File: src/rtl/result_frame_tx.sv
// Result frame transmitter: captures N_POS two-channel result pairs from the pipeline,
// then streams them as HEADER, LEN, data bytes, CSUM over a valid/ready byte interface.
module result_frame_tx #(
  parameter int unsigned N_POS  = 36,
  parameter logic [7:0]  HEADER = 8'hA5
) (
  input  logic       clk,
  input  logic       reset,
  input  logic       ena,
  input  logic       in_valid,
  input  logic [7:0] in_data_0,
  input  logic [7:0] in_data_1,
  input  logic       tx_ready,
  output logic [7:0] tx_data,
  output logic       tx_valid,
  output logic       busy,
  output logic       overrun,
  output logic       frame_done
);

  localparam int unsigned    PtrW    = (N_POS > 1) ? $clog2(N_POS) : 1;
  localparam logic [7:0]     LenByte = 8'(2 * N_POS);
  localparam logic [PtrW-1:0] LastPos = PtrW'(N_POS - 1);

  typedef enum logic [2:0] {StIdle, StCapture, StHdr, StLen, StData, StCsum} state_e;

  state_e          state_q, state_d;
  logic [PtrW-1:0] wr_ptr_q, wr_ptr_d;
  // Byte currently on tx_data during DATA: entry rd_idx_q, channel rd_hi_q.
  logic [PtrW-1:0] rd_idx_q, rd_idx_d;
  logic            rd_hi_q, rd_hi_d;
  logic [7:0]      checksum_q, checksum_d;
  logic [7:0]      tx_data_q, tx_data_d;
  logic            tx_valid_q, tx_valid_d;
  logic            busy_q, busy_d;
  logic            overrun_q, overrun_d;
  logic            frame_done_q, frame_done_d;

  logic [15:0]     buf_q [N_POS];

  logic            capture;
  logic            accept;
  logic            wr_en;
  logic [PtrW-1:0] rd_addr;
  logic [15:0]     rd_word;
  logic [7:0]      next_byte;
  logic [7:0]      sum_next;

  assign capture = ena & in_valid;
  assign accept  = tx_valid_q & tx_ready;

  // Byte following the one presented: upper half of the same entry, or lower half of the
  // next entry. At the final byte the address runs past the buffer; the value is unused.
  always_comb begin
    rd_addr   = rd_idx_q + PtrW'(rd_hi_q);
    rd_word   = buf_q[rd_addr];
    next_byte = rd_hi_q ? rd_word[7:0] : rd_word[15:8];
    sum_next  = checksum_q + tx_data_q;
  end

  // Next-state and output decode for the capture/transmit sequence.
  always_comb begin
    state_d      = state_q;
    wr_ptr_d     = wr_ptr_q;
    rd_idx_d     = rd_idx_q;
    rd_hi_d      = rd_hi_q;
    checksum_d   = checksum_q;
    tx_data_d    = tx_data_q;
    tx_valid_d   = tx_valid_q;
    busy_d       = busy_q;
    overrun_d    = overrun_q;
    frame_done_d = 1'b0;
    wr_en        = 1'b0;

    unique case (state_q)
      StIdle: begin
        if (capture) begin
          wr_en    = 1'b1;
          wr_ptr_d = PtrW'(1);
          busy_d   = 1'b1;
          if (N_POS == 1) begin
            state_d    = StHdr;
            tx_valid_d = 1'b1;
            tx_data_d  = HEADER;
          end else begin
            state_d = StCapture;
          end
        end
      end
      StCapture: begin
        if (capture) begin
          wr_en    = 1'b1;
          wr_ptr_d = wr_ptr_q + 1'b1;
          if (wr_ptr_q == LastPos) begin
            state_d    = StHdr;
            tx_valid_d = 1'b1;
            tx_data_d  = HEADER;
          end
        end
      end
      StHdr: begin
        if (accept) begin
          tx_data_d = LenByte;
          state_d   = StLen;
        end
      end
      StLen: begin
        if (accept) begin
          checksum_d = tx_data_q;
          tx_data_d  = buf_q[0][7:0];
          rd_idx_d   = '0;
          rd_hi_d    = 1'b0;
          state_d    = StData;
        end
      end
      StData: begin
        if (accept) begin
          checksum_d = sum_next;
          if (rd_idx_q == LastPos && rd_hi_q) begin
            tx_data_d = sum_next;
            state_d   = StCsum;
          end else begin
            tx_data_d = next_byte;
            rd_idx_d  = rd_addr;
            rd_hi_d   = ~rd_hi_q;
          end
        end
      end
      StCsum: begin
        if (accept) begin
          tx_valid_d   = 1'b0;
          tx_data_d    = 8'h00;
          busy_d       = 1'b0;
          frame_done_d = 1'b1;
          wr_ptr_d     = '0;
          rd_idx_d     = '0;
          rd_hi_d      = 1'b0;
          checksum_d   = 8'h00;
          state_d      = StIdle;
        end
      end
      default: state_d = StIdle;
    endcase

    // Captures arriving once the buffer is locked are lost; flag it until reset.
    if (capture && !(state_q inside {StIdle, StCapture})) overrun_d = 1'b1;
  end

  // Control and output registers.
  always_ff @(posedge clk or posedge reset) begin
    if (reset) begin
      state_q      <= StIdle;
      wr_ptr_q     <= '0;
      rd_idx_q     <= '0;
      rd_hi_q      <= 1'b0;
      checksum_q   <= 8'h00;
      tx_data_q    <= 8'h00;
      tx_valid_q   <= 1'b0;
      busy_q       <= 1'b0;
      overrun_q    <= 1'b0;
      frame_done_q <= 1'b0;
    end else begin
      state_q      <= state_d;
      wr_ptr_q     <= wr_ptr_d;
      rd_idx_q     <= rd_idx_d;
      rd_hi_q      <= rd_hi_d;
      checksum_q   <= checksum_d;
      tx_data_q    <= tx_data_d;
      tx_valid_q   <= tx_valid_d;
      busy_q       <= busy_d;
      overrun_q    <= overrun_d;
      frame_done_q <= frame_done_d;
    end
  end

  // Result buffer, {ch1, ch0} per entry; contents need no reset.
  always_ff @(posedge clk) begin
    if (wr_en) buf_q[wr_ptr_q] <= {in_data_1, in_data_0};
  end

  assign tx_data    = tx_data_q;
  assign tx_valid   = tx_valid_q;
  assign busy       = busy_q;
  assign overrun    = overrun_q;
  assign frame_done = frame_done_q;

endmodule

File: config.mk
export PLATFORM = sky130hd
export DESIGN_NAME = result_frame_tx
export DESIGN_NICKNAME = d
export VERILOG_FILES = /design/src/rtl/result_frame_tx.sv
export SDC_FILE = /design/constraint.sdc
export NUM_CORES = 1
export LEC_CHECK = 0
export ABC_CLOCK_PERIOD_IN_PS = 3700
export CORE_ASPECT_RATIO = 1.75
export CORE_UTILIZATION = 46
export DETAILED_ROUTE_END_ITERATION = 16
export DONT_BUFFER_PORTS = 1
export SLEW_MARGIN = 20
export SYNTH_ARGS = -nofsm -noshare
export SYNTH_HDL_FRONTEND = slang
export SYNTH_SLANG_ARGS = --single-unit
File: constraint.sdc
create_clock -name clk -period 3.7 [get_ports clk]
set_clock_uncertainty 0.2 [all_clocks]
set_input_delay 1.11 -clock clk [delete_from_list [all_inputs] [get_ports clk]]
set_output_delay 1.11 -clock clk [all_outputs]
set_load 0.01 [all_outputs]
# Word-level counts from Yosys, hierarchy flattened

Memory sizes are Yosys's and may differ from the RTL's.
Cells that the tools add are included.

Bitwise logic cells: 3
Multiplexer cells: 43
$add $sub $neg: 3
Div/mod/pow operators: 0
$mul: 0
Eq/ne operators: 17
Order comparisons: 0
Shift operators: 0
Reductions and logical operators: 20

Operator list:

| cell                  | number |
|---|---|
| $mux W8               | 10 |
| $pmux W8 S5           | 1 |
| $mux W6               | 5 |
| $mux W3               | 8 |
| $pmux W8 S3           | 1 |
| $ne A2 B2 Y1 const B  | 9 |
| $pmux W3 S6           | 1 |
| $pmux W6 S3           | 1 |
| $reduce_and A4 Y1     | 4 |
| $eq A6 B6 Y1 const B  | 2 |
| $mux W1               | 12 |
| $pmux W6 S2           | 1 |
| $add A8 B8 Y8         | 1 |
| $reduce_and A8 Y1     | 1 |
| $reduce_bool A2 Y1    | 4 |
| $reduce_and A7 Y1     | 1 |
| $add A6 B1 Y6         | 1 |
| $add A6 B1 Y6 const B | 1 |
| $eq A3 B2 Y1 const B  | 2 |
| $eq A3 B3 Y1 const B  | 2 |
| $pmux W1 S2           | 3 |
| $reduce_bool A3 Y1    | 2 |
| $reduce_bool A5 Y1    | 1 |
| $reduce_or A2 Y1      | 2 |
| 8 further kinds       | 10 |

Input bits: 21
Flip-flop bits (word level): 36
Bits in latches: 0
Memories kept: 1
Bits in read-only memories: 0
Bits in writable memories: 576
Output and inout bits: 12
Logic and storage cells: 97

Memory list:

| memory | depth | width | read ports | clocked after memory_dff | wr ports | RTL line | text |
|---|---|---|---|---|---|---|---|
| buf_q  | 36    | 16    | 2          | 0                        | 1        | 39       | `logic [15:0] buf_q [N_POS];` |

# Depth between registers and ports, before layout

Gate-level depths: netlist of the first run.
An unclocked memory read counts as a cell.

Depth after elaboration: 6
Depth in mapped cells: 11
Mapped depth without buffers: 10

# Least setup slack after synthesis of the first run

OpenSTA, ideal clock, no wires.

Path type: input port to flip-flop
From: input port ena
To: memory buf_q[25][0], enable pin
Stages on the path: 4
Data arrival time: 2.635 ns
Setup slack: 0.477 ns
Setup time: 0.389 ns
Path through: nand2_1 nor3_1 nand3_1 nor2_1

Longest elaborated chain between the ends: 5

RTL lines:

| element                       | RTL line | text |
|---|---|---|
| start, declared               | 9        | `input logic ena,` |
| $and A1 B1 Y1                 | 49       | `assign capture = ena & in_valid;` |
| $mux W1                       | 77, 91   |  |
| $mux W1                       | -        |  |
| $mux W1                       | 178      | `if (wr_en) buf_q[wr_ptr_q] <= {in_data_1, in_data_0};` |
| $mux W1 (not written as such) | 178      |  |
| end, declared                 | 39       |  |

Every way passes these cells.

# Worst setup path in the final report of the first run

From: register rd_idx_q[0]
To: register tx_data_q[6], in the netlist tx_data[6]

Longest elaborated chain between the ends: 6
Elaborated cells on any way between the ends: 8
Those cells by class: 1 x add/sub; 1 x eq/ne; 4 x mux; 1 x reduce/logical; 1 x memory

RTL lines:

| element                | RTL line | text |
|---|---|---|
| start, declared        | 30       | `logic [PtrW-1:0] rd_idx_q, rd_idx_d;` |
| start signal, assigned | 165      | `rd_idx_q <= rd_idx_d;` |
| $add A6 B1 Y6          | 55       | `rd_addr = rd_idx_q + PtrW'(rd_hi_q);` |
| $mem_v2 Z36 W16        | -        |  |
| $mux W8                | 57       | `next_byte = rd_hi_q ? rd_word[7:0] : rd_word[15:8];` |
| $mux W8 *              | 119      | `if (rd_idx_q == LastPos && rd_hi_q) begin` |
| $mux W8 *              | 117      | `if (accept) begin` |
| $pmux W8 S5 *          | 75       | `unique case (state_q)` |
| end signal, assigned   | 168      | `tx_data_q <= tx_data_d;` |
| end, declared          | 33       | `logic [7:0] tx_data_q, tx_data_d;` |

Mark *: on every way between the ends. The rest lies on a longest branch, timed or not. The select of a mux whose other input is x is not followed.
A chain may end at the register's enable or synchronous reset.

==> impl_metrics.py, run 1 <==
metrics = {
    "status": {
        "outcome": "finished clean",
    },
    "global_routing": {
        "grt_max_degree": 60,
        "gr-total-overflow": 0,
        "grtUsageTotal_pct": 21.8,
        "first_global_vias": 12600,
        "grt_first_pass_wirelength_um": 84200,
        "antenna_found_initial": 0,
    },
    "worst_setup_path": {
        "critPathKind": "reg -> reg",
        "cp_cell_sequence": "ha_4, ha_4, buf_12, buf_4, mux4_2, mux2i_1, o211ai_1, a31oi_1, o211ai_1, a32o_1",
        "r2r_setup_slack_ns": 0.41,
        "critical-path-top-delay-family": "buffers and inverters",
        "reg2reg_to": "tx_data[6]$_DFFE_PP0P_",
        "timing.critical_path.from_type": "flop",
        "timing.critical_path.to_type": "flop",
        "crit_path_start": "rd_idx_q[0]$_DFFE_PP0P_",
        "crit_path_max_fanout": 59,
        "timing.critical_path.slowest_stage_cell": "sky130_fd_sc_hd__dfrtp_1",
        "cp_peak_stage_delay_ns": 0.43,
        "reg_to_reg_critical_path_startpoint": "rd_idx_q[0]$_DFFE_PP0P_",
        "worst-endpoint-arrival_ns": 3.56,
        "worst_r2r_path_depth": 10,
        "total_buffers_and_inverters_traversed_by_the_critical_path": 2,
        "data_required_time_at_the_worst_endpoint_ns": 3.97,
    },
    "route": {
        "detail_route.wl_per_cell_um": 28.7,
        "drt_iter0_markers": 1082,
        "detail_route.wirelength_um": 57000,
        "final_antenna_net_count": 0,
        "drtPass1Iterations": 5,
        "drc_errors": 0,
        "detailroute.via_count": 12000,
        "viasPerCell": 6.04,
    },
    "yosys": {
        "synthTopCellsByArea": "sky130_fd_sc_hd__edfxtp_1, sky130_fd_sc_hd__mux4_2, sky130_fd_sc_hd__dfrtp_1",
        "async_reset_ff_share_pct": 5.88,
        "ys_types": 56,
        "synth_ff_type": "sky130_fd_sc_hd__edfxtp_1",
        "yosys_warnings": 0,
        "syn_area_per_cell_um2": 20.3,
        "post_synth_inst_count": 1202,
        "syn_nets": 1234,
        "netlist.area_leader.share_pct": 70.8,
        "synth-seq-cells": 612,
        "seq_area_frac_synth_pct": 74.5,
        "mappedNetlistArea_um2": 24400,
        "synth_enable_flop_cells": 576,
        "post-synth-top-area-cell": "sky130_fd_sc_hd__edfxtp_1",
    },
    "timing": {
        "setup_viol": 0,
        "part_of_the_cycle_the_worst_path_needs_pct": 89.0,
        "timing.max_slew.rel_slack_pct": 33.9,
        "timing_max_transition_violations_final": 0,
        "rsz_0062_raised_after_global_routing": "false",
        "setup_total_negative_slack_ns": 0,
        "tightest_slew_ns": 0.985,
        "number_of_failing_hold_endpoints_at_the_final_stage": 0,
        "min_period_ns": 3.29,
        "max_clock_freq_mhz": 304,
    },
    "cts": {
        "tritoncts_clock_tree": "built",
        "max-clock-path-buffers": 3,
        "post_cts_hold_buffer_count": 0,
        "cts_made_buffers": 51,
        "ctsResizeCount": 0,
        "clockRootBuffer": "sky130_fd_sc_hd__clkbuf_16",
        "cts.clk_slew.worst_paths_ns": 0.07,
        "clock_sink_count": 612,
        "worst_skew_pair.late_latency_ns": 0.60,
        "clock_tree.htree_level_count": 2,
        "post-cts-setup-buffer-count": 0,
    },
    "power_and_ir_drop": {
        "power_density_nw_per_um2": 484,
        "totalPowerFinal_mw": 13.3,
        "cellLeakagePower_nw": 8.62,
        "worst_ir_drop_vdd_uv": 324,
    },
    "cells_and_area": {
        "nets": 1298,
        "most_frequent_standard_cell_in_the_layout_excluding_fill_and_tap_cells": "sky130_fd_sc_hd__edfxtp_1",
        "num-fill-cells": 4008,
        "n_antenna_cell": 0,
        "area.growth.synth_to_final_pct": 12.5,
        "fin_area_um2": 27500,
        "mostFrequentLayoutCells": "sky130_fd_sc_hd__edfxtp_1, sky130_fd_sc_hd__mux4_2, sky130_fd_sc_hd__buf_4, sky130_fd_sc_hd__nand2_1, sky130_fd_sc_hd__clkbuf_16",
        "post_route_cells_drive_above_1_share_pct": 26.9,
    },
    "die": {
        "chipWidth_um": 176,
        "initial_utilization_pct": 46.6,
        "rows": 111,
        "floorplan.die_area_um2": 54000,
        "die_y_um": 307,
        "num_io_pins": 33,
        "core_area_um2": 52400,
    },
    "place": {
        "place_area_um2": 25700,
        "gpl.final_weighted_congestion": 0.868,
        "place.port_buffers": 0,
        "post_dp_hpwl_um": 36400,
    },
    "min_path": {
        "hold_class": "in -> async",
    },
    "flow_run": {
        "cap_violations": 0,
    },
}
cell type report:
| class | instances | area [um2] | share of cell area, % |
|---|---|---|---|
| sequential | 612 | 18200 | 66.3 |
| multi-input combinational | 522 | 6010 | 21.9 |
| clock buffer | 57 | 1320 | 4.81 |
| tap | 678 | 848 | 3.09 |
| timing repair buffer | 70 | 613 | 2.23 |
| clock inverter | 38 | 440 | 1.60 |
| inverter | 9 | 33.8 | 0.123 |
stage by stage:
step	cells	hold WS, ns	worst slack (ns)	util, %
floorplan	1202	0.294	0.477	-
global placement	1891	0.312	0.482	49.1
detailed placement	1891	0.327	0.417	49.1
CTS	1986	0.294	0.398	52.5
global route	1986	0.329	0.231	52.5
finish	1986	0.290	0.408	52.5
worst max path at each step:
| stage | slack, ns | endpoint | cells after the start |
|---|---|---|---|
| after global placement | 0.48 | tx_data[1]$_DFFE_PP0P_ | 9 |
| after CTS | 0.40 | tx_data[6]$_DFFE_PP0P_ | 10 |
| after global routing | 0.23 | tx_data[6]$_DFFE_PP0P_ | 10 |
| after detailed placement | 0.42 | tx_data[6]$_DFFE_PP0P_ | 10 |
| final | 0.41 | tx_data[6]$_DFFE_PP0P_ | 10 |
| after floorplan | 0.48 | buf_q[25][0]$_DFFE_PP_ | 4 |
report_power, final:
part	leakage (nW)	internal, mW	switching, mW
clock network	0.858	3.27	2.42
registers	5.65	7.57	0.00458
logic	2.11	0.00886	0.0311
cells in the mapped netlist, types with 5 or more instances:
master	instances
sky130_fd_sc_hd__clkbuf_1	20
sky130_fd_sc_hd__o21ai_0	20
sky130_fd_sc_hd__buf_1	7
sky130_fd_sc_hd__buf_2	19
sky130_fd_sc_hd__inv_1	8
sky130_fd_sc_hd__a22oi_1	8
sky130_fd_sc_hd__mux4_2	167
sky130_fd_sc_hd__nor2_1	73
sky130_fd_sc_hd__o31ai_1	5
sky130_fd_sc_hd__nor2b_1	6
sky130_fd_sc_hd__a31oi_1	7
sky130_fd_sc_hd__ha_1	10
sky130_fd_sc_hd__mux2i_1	27
sky130_fd_sc_hd__nand2_1	54
sky130_fd_sc_hd__nand3_1	27
sky130_fd_sc_hd__buf_4	9
sky130_fd_sc_hd__nor3_1	12
sky130_fd_sc_hd__a21oi_1	27
sky130_fd_sc_hd__dfrtp_1	36
sky130_fd_sc_hd__xnor2_1	7
sky130_fd_sc_hd__edfxtp_1	576
flip-flops by register name, summed over array words and instances, names as in the netlist:
name        cells
buf_q         576
checksum_q      8
tx_data         8
rd_idx_q        6
wr_ptr_q        6
state_q         3
busy            1
frame_done      1
overrun         1
rd_hi_q         1
tx_valid        1
cells by family after synthesis:
family	after synthesis	synth area share, %
XOR/XNOR	10	0.359
adder cells (fa/ha/maj)	11	0.594
buffers and inverters	68	1.40
multiplexers	198	16.7
flip-flops	612	74.5
AO/OA/AOI/OAI	105	2.77
AND/OR/NAND/NOR	198	3.65
routing by layer:
layer / global-route usage (%) / wire, um / up-vias
met3: 2.77 / 2680 / 110
met5: 0 / 0 / -
met2: 40.0 / 31400 / 361
li1: - / - / 5114
met4: 7.93 / 1940 / 0
met1: 25.9 / 21000 / 6404
No activity file was read; power rests on OpenSTA's default activity.
==> run 2: changes to the inputs <==
- CTS_BUF_LIST: not set -> sky130_fd_sc_hd__clkbuf_16
==> impl_metrics.py, run 2 (synthesis gave the netlist of run 1 again) <==
metrics = {
    "cts": {
        "post_cts_hold_buffer_count": 0,
        "clock_tree.htree_level_count": 2,
        "max-clock-path-buffers": 3,
        "clock_sink_count": 612,
        "post-cts-setup-buffer-count": 0,
        "cts.clk_slew.worst_paths_ns": 0.07,
        "clockRootBuffer": "sky130_fd_sc_hd__clkbuf_16",
        "cts_made_buffers": 51,
        "tritoncts_clock_tree": "built",
        "ctsResizeCount": 0,
        "worst_skew_pair.late_latency_ns": 0.60,
    },
    "route": {
        "detail_route.wirelength_um": 57000,
        "viasPerCell": 6.04,
        "final_antenna_net_count": 0,
        "drtPass1Iterations": 5,
        "drt_iter0_markers": 1095,
        "detail_route.wl_per_cell_um": 28.7,
        "detailroute.via_count": 12000,
        "drc_errors": 0,
    },
    "timing": {
        "hold_slack_ns": 0.290,
        "min_period_ns": 3.29,
        "setup_total_negative_slack_ns": 0,
        "part_of_the_cycle_the_worst_path_needs_pct": 88.9,
        "setup_viol": 0,
        "max_clock_freq_mhz": 304,
        "tightest_slew_ns": 0.985,
        "number_of_failing_hold_endpoints_at_the_final_stage": 0,
        "timing.max_slew.rel_slack_pct": 33.9,
        "timing_max_transition_violations_final": 0,
        "rsz_0062_raised_after_global_routing": "false",
    },
    "global_routing": {
        "gr-usage-met1_pct": 25.9,
        "grtUsageTotal_pct": 21.8,
        "met2_routing_resource_usage_after_global_routing_pct": 40.0,
        "first_global_vias": 12600,
        "most_utilized_layer_in_the_global_route_result": "met2",
        "use_met3_pct": 2.77,
        "antenna_found_initial": 0,
        "grt_first_pass_wirelength_um": 84200,
        "gr-total-overflow": 0,
        "grt_max_degree": 60,
    },
    "worst_setup_path": {
        "timing.critical_path.to_type": "flop",
        "critical-path-top-delay-family": "buffers and inverters",
        "total_buffers_and_inverters_traversed_by_the_critical_path": 2,
        "reg_to_reg_critical_path_startpoint": "rd_idx_q[0]$_DFFE_PP0P_",
        "worst-endpoint-arrival_ns": 3.56,
        "timing.critical_path.from_type": "flop",
        "reg2reg_to": "tx_data[6]$_DFFE_PP0P_",
        "crit_path_max_fanout": 59,
        "worst_setup_path_endpoint": "tx_data[6]$_DFFE_PP0P_",
        "critical_path_depth": 10,
        "data_required_time_at_the_worst_endpoint_ns": 3.97,
        "crit_path_start": "rd_idx_q[0]$_DFFE_PP0P_",
        "timing.critical_path.slowest_stage_cell": "sky130_fd_sc_hd__dfrtp_1",
        "cp_cell_sequence": "ha_4, ha_4, buf_12, buf_4, mux4_2, mux2i_1, o211ai_1, a31oi_1, o211ai_1, a32o_1",
        "critPathKind": "reg -> reg",
        "worst_r2r_path_depth": 10,
        "cp_peak_stage_delay_ns": 0.43,
        "r2r_setup_slack_ns": 0.41,
    },
    "cells_and_area": {
        "mostFrequentLayoutCells": "sky130_fd_sc_hd__edfxtp_1, sky130_fd_sc_hd__mux4_2, sky130_fd_sc_hd__buf_4, sky130_fd_sc_hd__nand2_1, sky130_fd_sc_hd__clkbuf_16",
        "area.growth.synth_to_final_pct": 12.5,
        "multi_input_area_um2": 6010,
        "layout.core_utilization_pct": 52.5,
        "non_filler_instances": 1986,
        "num-fill-cells": 4008,
        "nets": 1298,
        "most_frequent_standard_cell_in_the_layout_excluding_fill_and_tap_cells": "sky130_fd_sc_hd__edfxtp_1",
        "n_antenna_cell": 0,
        "post_route_cells_drive_above_1_share_pct": 26.9,
        "flip_flop_count_of_the_largest_register_after_layout": 576,
        "sequential_standard_cell_area_um2": 18200,
        "top_register_by_number_of_flip_flops": "buf_q",
    },
    "place": {
        "post_dp_hpwl_um": 36400,
        "gpl.final_weighted_congestion": 0.868,
        "placedCellCount": 1891,
        "place.port_buffers": 0,
    },
    "die": {
        "floorplan.die_area_um2": 54000,
        "die_y_um": 307,
        "chipWidth_um": 176,
        "initial_utilization_pct": 46.6,
        "rows": 111,
        "core_area_um2": 52400,
        "num_io_pins": 33,
    },
    "power_and_ir_drop": {
        "cellLeakagePower_nw": 8.64,
        "power_density_nw_per_um2": 484,
        "worst_ir_drop_vdd_uv": 325,
        "totalPowerFinal_mw": 13.3,
    },
    "flow_run": {
        "cap_violations": 0,
    },
    "status": {
        "outcome": "finished clean",
    },
    "min_path": {
        "hold_class": "in -> async",
    },
}
run 2: worst register-to-register path: cells and delay by family (launching register included):
| kind | cells | cell delay (ns) |
|---|---|---|
| multiplexers | 2 | 0.59 |
| flip-flops | 1 | 0.43 |
| AO/OA/AOI/OAI | 4 | 0.70 |
| adder cells (fa/ha/maj) | 2 | 0.49 |
| buffers and inverters | 2 | 0.77 |
run 2: layer usage:
layer,wire (um),share of wire (%),up-vias
met1,20900,37,6394
met3,2830,5.0,112
li1,-,-,5113
met5,0,0,-
met2,31300,55,367
met4,1970,3.5,0
run 2: worst min path at each step:
| stage | start | endpoint | slack [ns] | cells after the start |
|---|---|---|---|---|
| CTS | reset | wr_ptr_q[1]$_DFFE_PP0P_ | 0.29 | 1 |
| global placement | checksum_q[2]$_DFFE_PP0P_ | checksum_q[2]$_DFFE_PP0P_ | 0.31 | 2 |
| finish | reset | tx_data[0]$_DFFE_PP0P_ | 0.29 | 1 |
| floorplan | rd_idx_q[5]$_DFFE_PP0P_ | rd_idx_q[5]$_DFFE_PP0P_ | 0.29 | 2 |
| detailed placement | checksum_q[5]$_DFFE_PP0P_ | checksum_q[5]$_DFFE_PP0P_ | 0.33 | 2 |
| global route | reset | tx_valid$_DFFE_PP0P_ | 0.33 | 1 |
run 2: where the power goes:
| group | leakage [nW] | internal (mW) | switching (mW) |
|---|---|---|---|
| registers | 5.65 | 7.57 | 0.00458 |
| logic | 2.11 | 0.00886 | 0.0311 |
| clock network | 0.879 | 3.25 | 2.42 |
| total | 8.64 | 10.8 | 2.45 |
run 2: per-stage QoR:
| step | setup WS [ns] | area, um2 |
|---|---|---|
| after floorplan | 0.477 | 24400 |
| after global placement | 0.482 | 25700 |
| after detailed placement | 0.417 | 25700 |
| after CTS | 0.398 | 27500 |
| after global routing | 0.231 | 27500 |
| final | 0.409 | 27500 |
run 2: final cells by class:
type	instances	area share [%]
Sequential cell	612	66.3
Clock inverter	43	1.67
Clock buffer	52	4.74
Inverter	9	0.123
Tap cell	678	3.09
Multi-Input combinational cell	522	21.9
Timing Repair Buffer	70	2.23
